<file path="src/rtl/mc_solver_sequencer.sv">
// Run controller for the clock-enabled missionaries-cannibals solver: clears it,
// paces one-cycle step enables, checks each reported bank state, holds the result.
module mc_solver_sequencer #(
  parameter int STEP_DIV  = 4,
  parameter int MAX_MOVES = 12
) (
  input  logic       clock,
  input  logic       reset,
  input  logic       start,
  input  logic       pause,
  input  logic       single_step,
  input  logic [1:0] missionary_in,
  input  logic [1:0] cannibal_in,
  input  logic [2:0] finish_in,
  input  logic       result_ack,
  output logic       solver_reset,
  output logic       step_en,
  output logic       busy,
  output logic       result_valid,
  output logic       done,
  output logic [1:0] error_code,
  output logic [3:0] move_count
);

  typedef enum logic [3:0] {
    S_IDLE, S_CLEAR, S_INIT_CHK, S_RUN, S_PAUSED, S_STEP, S_CHECK, S_DONE, S_ERROR
  } state_e;

  localparam logic [15:0] PRESC_LAST = 16'(STEP_DIV - 1);
  localparam logic [3:0]  MOVE_LIMIT = 4'(MAX_MOVES);

  localparam logic [1:0] ERR_NONE    = 2'b00;
  localparam logic [1:0] ERR_INIT    = 2'b01;
  localparam logic [1:0] ERR_UNSAFE  = 2'b10;
  localparam logic [1:0] ERR_TIMEOUT = 2'b11;

  state_e      state_q, state_d;
  logic [15:0] presc_q, presc_d;
  logic [3:0]  moves_q, moves_d;
  logic [1:0]  err_q, err_d;
  logic        single_q, single_d;
  logic        step_q, step_d;

  logic [2:0]  m_near, c_near, m_far, c_far;
  logic        unsafe, fin_bad, fin_solved, bank_empty, init_ok, presc_due;
  logic [3:0]  moves_inc;

  assign m_near     = {1'b0, missionary_in};
  assign c_near     = {1'b0, cannibal_in};
  assign m_far      = 3'd3 - m_near;
  assign c_far      = 3'd3 - c_near;
  assign unsafe     = ((m_near != 3'd0) && (m_near < c_near)) ||
                      ((m_far != 3'd0) && (m_far < c_far));
  assign fin_bad    = (finish_in[2:1] != 2'b00);
  assign fin_solved = (finish_in == 3'b001);
  assign bank_empty = (missionary_in == 2'd0) && (cannibal_in == 2'd0);
  assign init_ok    = (missionary_in == 2'd3) && (cannibal_in == 2'd3) &&
                      (finish_in == 3'b000);
  assign presc_due  = (presc_q == PRESC_LAST);
  assign moves_inc  = (moves_q == 4'hF) ? moves_q : moves_q + 4'd1;

  always_ff @(posedge clock) begin
    if (reset) begin
      state_q  <= S_IDLE;
      presc_q  <= '0;
      moves_q  <= '0;
      err_q    <= ERR_NONE;
      single_q <= 1'b0;
      step_q   <= 1'b0;
    end else begin
      state_q  <= state_d;
      presc_q  <= presc_d;
      moves_q  <= moves_d;
      err_q    <= err_d;
      single_q <= single_d;
      step_q   <= step_d;
    end
  end

  // The prescaler keeps counting through STEP/CHECK on automatic steps so the
  // step period is exactly STEP_DIV; with STEP_DIV=2 the next step fires from CHECK.
  always_comb begin
    state_d  = state_q;
    presc_d  = presc_q;
    moves_d  = moves_q;
    err_d    = err_q;
    single_d = single_q;
    step_d   = 1'b0;
    unique case (state_q)
      S_IDLE: begin
        if (start) state_d = S_CLEAR;
      end
      S_CLEAR: begin
        presc_d  = '0;
        moves_d  = '0;
        err_d    = ERR_NONE;
        single_d = 1'b0;
        state_d  = S_INIT_CHK;
      end
      S_INIT_CHK: begin
        if (init_ok) begin
          state_d = S_RUN;
        end else begin
          err_d   = ERR_INIT;
          state_d = S_ERROR;
        end
      end
      S_RUN: begin
        if (pause) begin
          state_d = S_PAUSED;
        end else if (presc_due) begin
          presc_d  = '0;
          moves_d  = moves_inc;
          single_d = 1'b0;
          step_d   = 1'b1;
          state_d  = S_STEP;
        end else begin
          presc_d = presc_q + 16'd1;
        end
      end
      S_PAUSED: begin
        if (single_step) begin
          moves_d  = moves_inc;
          single_d = 1'b1;
          step_d   = 1'b1;
          state_d  = S_STEP;
        end else if (!pause) begin
          state_d = S_RUN;
        end
      end
      S_STEP: begin
        if (!single_q) presc_d = presc_q + 16'd1;
        state_d = S_CHECK;
      end
      S_CHECK: begin
        if (fin_bad || unsafe) begin
          err_d   = ERR_UNSAFE;
          state_d = S_ERROR;
        end else if (fin_solved && bank_empty) begin
          state_d = S_DONE;
        end else if (fin_solved) begin
          err_d   = ERR_UNSAFE;
          state_d = S_ERROR;
        end else if (moves_q >= MOVE_LIMIT) begin
          err_d   = ERR_TIMEOUT;
          state_d = S_ERROR;
        end else if (single_q || pause) begin
          state_d = S_PAUSED;
        end else if (presc_due) begin
          presc_d  = '0;
          moves_d  = moves_inc;
          single_d = 1'b0;
          step_d   = 1'b1;
          state_d  = S_STEP;
        end else begin
          presc_d = presc_q + 16'd1;
          state_d = S_RUN;
        end
      end
      S_DONE, S_ERROR: begin
        if (result_ack) state_d = S_IDLE;
      end
      default: state_d = S_IDLE;
    endcase
  end

  always_comb begin
    solver_reset = reset || (state_q == S_CLEAR);
    step_en      = step_q;
    error_code   = err_q;
    move_count   = moves_q;
    busy         = 1'b0;
    result_valid = 1'b0;
    done         = 1'b0;
    unique case (state_q)
      S_CLEAR, S_INIT_CHK, S_RUN, S_PAUSED, S_STEP, S_CHECK: busy = 1'b1;
      S_DONE: begin
        result_valid = 1'b1;
        done         = 1'b1;
      end
      S_ERROR: result_valid = 1'b1;
      default: ;
    endcase
  end

endmodule
</file>
<file path="config.mk">
export PLATFORM = sky130hd
export DESIGN_NAME = mc_solver_sequencer
export DESIGN_NICKNAME = d
export VERILOG_FILES = /design/src/rtl/mc_solver_sequencer.sv
export SDC_FILE = /design/constraint.sdc
export NUM_CORES = 1
export LEC_CHECK = 0
export ABC_AREA = 1
export CAP_MARGIN = 10
export CORE_ASPECT_RATIO = 1.4
export CORE_MARGIN = 5
export CORE_UTILIZATION = 45
export CTS_CLUSTER_SIZE = 20
export DETAILED_ROUTE_END_ITERATION = 6
export PLACE_DENSITY = 0.77
export REMOVE_ABC_BUFFERS = 1
export SYNTH_ARGS = -nofsm -noshare
export SYNTH_HDL_FRONTEND = slang
export SYNTH_SLANG_ARGS = --single-unit
</file>
<file path="constraint.sdc">
create_clock -name clock -period 2 [get_ports clock]
set_input_delay 0.3 -clock clock [delete_from_list [all_inputs] [get_ports clock]]
set_output_delay 0.3 -clock clock [all_outputs]
set_load 0.02 [all_outputs]
</file>
==> qor.yml <==
detailed_routing:
  ant_nets: 0
  drtPass1Iterations: 4
  post_drt_via_cell_ratio: 5.14
  drt_iter0_drc: 184
  routed_wl_mm: 6.13
  wl_per_cell_microns: 12.0
  drc: 0
  vias: 2628
worst_setup_path:
  reg2reg_depth: 10
  cp_max_fo: 5
  timing.rr.start: "state_q[3]$_SDFFE_PP0P_"
  crit_type: "reg2out"
  cp-startpoint: "state_q[2]$_SDFFE_PP0P_"
  reg2reg_to: "move_count[2]$_SDFFE_PP0P_"
  worstPathArrival_ps: 1590
  reg2reg_slack_ps: 190
  critPathLaunchType: "flop"
  cp.required_ps: 1700
  cp-end-kind: "primary output"
power_and_ir_drop:
  combPwrFrac_pct: 52.4
  power_density_nw_per_um2: 809
  p_total_mw: 2.39
  swShare_pct: 42.6
  ir_drop_mv: 0.364
  p_clk_share_pct: 18.5
  seqPwrFrac_pct: 29.1
  p_int_mw: 1.37
  switching_power_mw: 1.02
  p_leak_nw: 1.34
timing:
  fin_crit_sh_pct: 94.7
  rsz0062_at_grt: "no"
  slew_headroom_pct: 77.1
  worstMarginPinSlew_ps: 343
  hold-worst-slack_ps: 484
  fmax_mhz: 528
  setup_viol: 0
  skew_ps: 6.29
  setup_ws_ps: 105
  finalHoldViolations: 0
  period_needed_ps: 1890
  final_max_slew_viol_count: 0
  finalSetupTns_ps: 0
status:
  status: "finished, final reports clean"
logic_synthesis:
  synth_area_leaders: "dfxtp_1 (23%), nand2_1 (20%), nand3_1 (8.4%)"
  synth-edff-count: 0
  synth_cells: 403
  yosysWarnings: 0
  avgSynthCellArea_sq_um: 6.06
  synthFlopType: "dfxtp_1"
  ys_types: 34
  synth_top_area_share_pct: 23.0
  synth_area_sq_um: 2440
  ys_ff_latch: 28
  synth_seq_area_share_pct: 23.0
  async_flop_share_pct: 0
  synth_top_area_cell: "dfxtp_1"
clock_tree:
  cts_tree: "done"
  clock-sinks: 28
  numCtsBuffers: 3
  htree_levels: 1
  postCtsHoldBufs: 0
  clk_latency_ps: 270
  path_clk_slew_ps: 100
  clockBufferDepth: 2
  cts_root_buf: "clkbuf_8"
global_route:
  grt_usage_pct: 17.9
  grt_max_degree: 24
  grt_first_pass_wirelength_mm: 10.6
  overflow: 0
  grt_pass1_vias: 2528
  antenna_found_initial: 0
finish:
  final_area_sq_um: 2960
  fillers: 527
  nNetsFinal: 463
  final_util_pct: 56.5
  multiInputGateArea_sq_um: 1660
  layout-drive-gt1-share_pct: 16.2
  diodes: 0
  area_delta_synth_final_pct: 21.1
  final_cells: 511
  final-seq-area_sq_um: 562
flow_run:
  max_cap_viol_count: 0
floorplanning:
  num_io_pins: 24
  fp-row-count: 31
  die_h_microns: 97.2
  die_area_sq_um: 7020
  core-area_sq_um: 5240
  start_util_pct: 46.6
  die_w_microns: 72.3
min_path:
  hp-start: "error_code[1]$_SDFFE_PP0P_"
  min_path_type: "reg2reg"
  hold_depth: 2
  hold_path_end: "error_code[1]$_SDFFE_PP0P_"
placed_design:
  place_ws_ps: -160
  numPortBuffers: 23
  gp_congestion: 0.905
  placedInstanceArea_sq_um: 2880
  hpwl_mm: 4.84
  dp_cells: 506
[worst max-delay path: stages (launching register included)]
cell	delay, ps
dfxtp_1	460
nand2_2	150
nor2_1	110
clkdlybuf4s50_1	610
[routing by layer]
| metal | vias up | track usage, % | part of all wire [%] |
|---|---|---|---|
| li1 | 1366 | - | - |
| met1 | 1196 | 20.6 | 42 |
| met2 | 54 | 32.4 | 52 |
| met3 | 12 | 1.66 | 3.4 |
| met4 | 0 | 7.38 | 2.4 |
| met5 | - | 0 | 0 |
[power by group through the flow]
stage	Clock [mW]	Combinational, mW	Sequential (mW)
floorplan	0	0.779	0.721
global placement	0	1.25	0.705
detailed placement	0	1.26	0.708
CTS	0.458	1.26	0.696
global route	0.485	1.37	0.709
finish	0.443	1.25	0.696
[what timing repair did]
item                       CTS  global route
setup buffers                1             0
gates resized for setup      3             1
pin swaps                    1             0
setup endpoints to repair    3             1
[sequential cells by signal, indices dropped and copies added (netlist names)]
name,count
move_count,4
step_en,1
error_code,2
presc_q,16
state_q,4
single_q,1
[Yosys cell counts, types with 6 or more instances]
| cell | instances |
|---|---|
| dfxtp_1 | 28 |
| nand2_4 | 11 |
| xor2_1 | 6 |
| nor2_1 | 53 |
| o21ai_0 | 8 |
| inv_1 | 39 |
| nand3_1 | 41 |
| a21oi_1 | 24 |
| a21oi_2 | 10 |
| nand2_1 | 130 |
[cell usage in the layout, fill, tap and decap left out, types with 2 or more instances in the layout]
master	count
clkbuf_8	3
buf_12	2
ha_1	4
a21oi_2	10
xor2_1	6
o21ai_0	8
nor2_2	5
nor2_1	53
nand2_2	5
inv_2	5
nor3_1	4
inv_1	39
a21oi_1	24
dfxtp_1	27
nand2_1	130
nor2_4	3
nand4_1	5
nand2_4	11
buf_4	19
nand3_1	41
o21ai_1	2
clkdlybuf4s50_1	20
o21bai_1	2
dlygate4sd2_1	2
[how the worst max path moves through the flow]
stage               cells past startpoint  slack, ps                 endpoint
floorplan                               9        250  presc_q[0]$_SDFFE_PP0P_
global placement                       14        -90  presc_q[0]$_SDFFE_PP0P_
detailed placement                     14       -160  presc_q[0]$_SDFFE_PP0P_
CTS                                     5          1             solver_reset
global route                           14          5  presc_q[0]$_SDFFE_PP0P_
finish                                  3        110                     done
[final cells by class]
cell class              instances  share of cell area [%]
clock buffers                   3                    1.40
clock inverters                 1                    1.02
inverters                      44                    5.59
multi-input cells             325                    56.2
flip-flops and latches         28                    19.0
well taps                      66                    2.79
repair buffers                 44                    14.0
[cells by family (layout without fill, tap and decap cells)]
group	Yosys count	in the layout	share of synthesized area, %
AO/OA/AOI/OAI	49	49	12.1
XOR/XNOR	7	7	2.51
adder cells (fa/ha/maj)	4	4	2.05
buffers and inverters	50	92	8.97
flip-flops	28	28	23.0
AND/OR/NAND/NOR	265	265	51.4
Note: power is estimated with default switching activity, not from simulation.
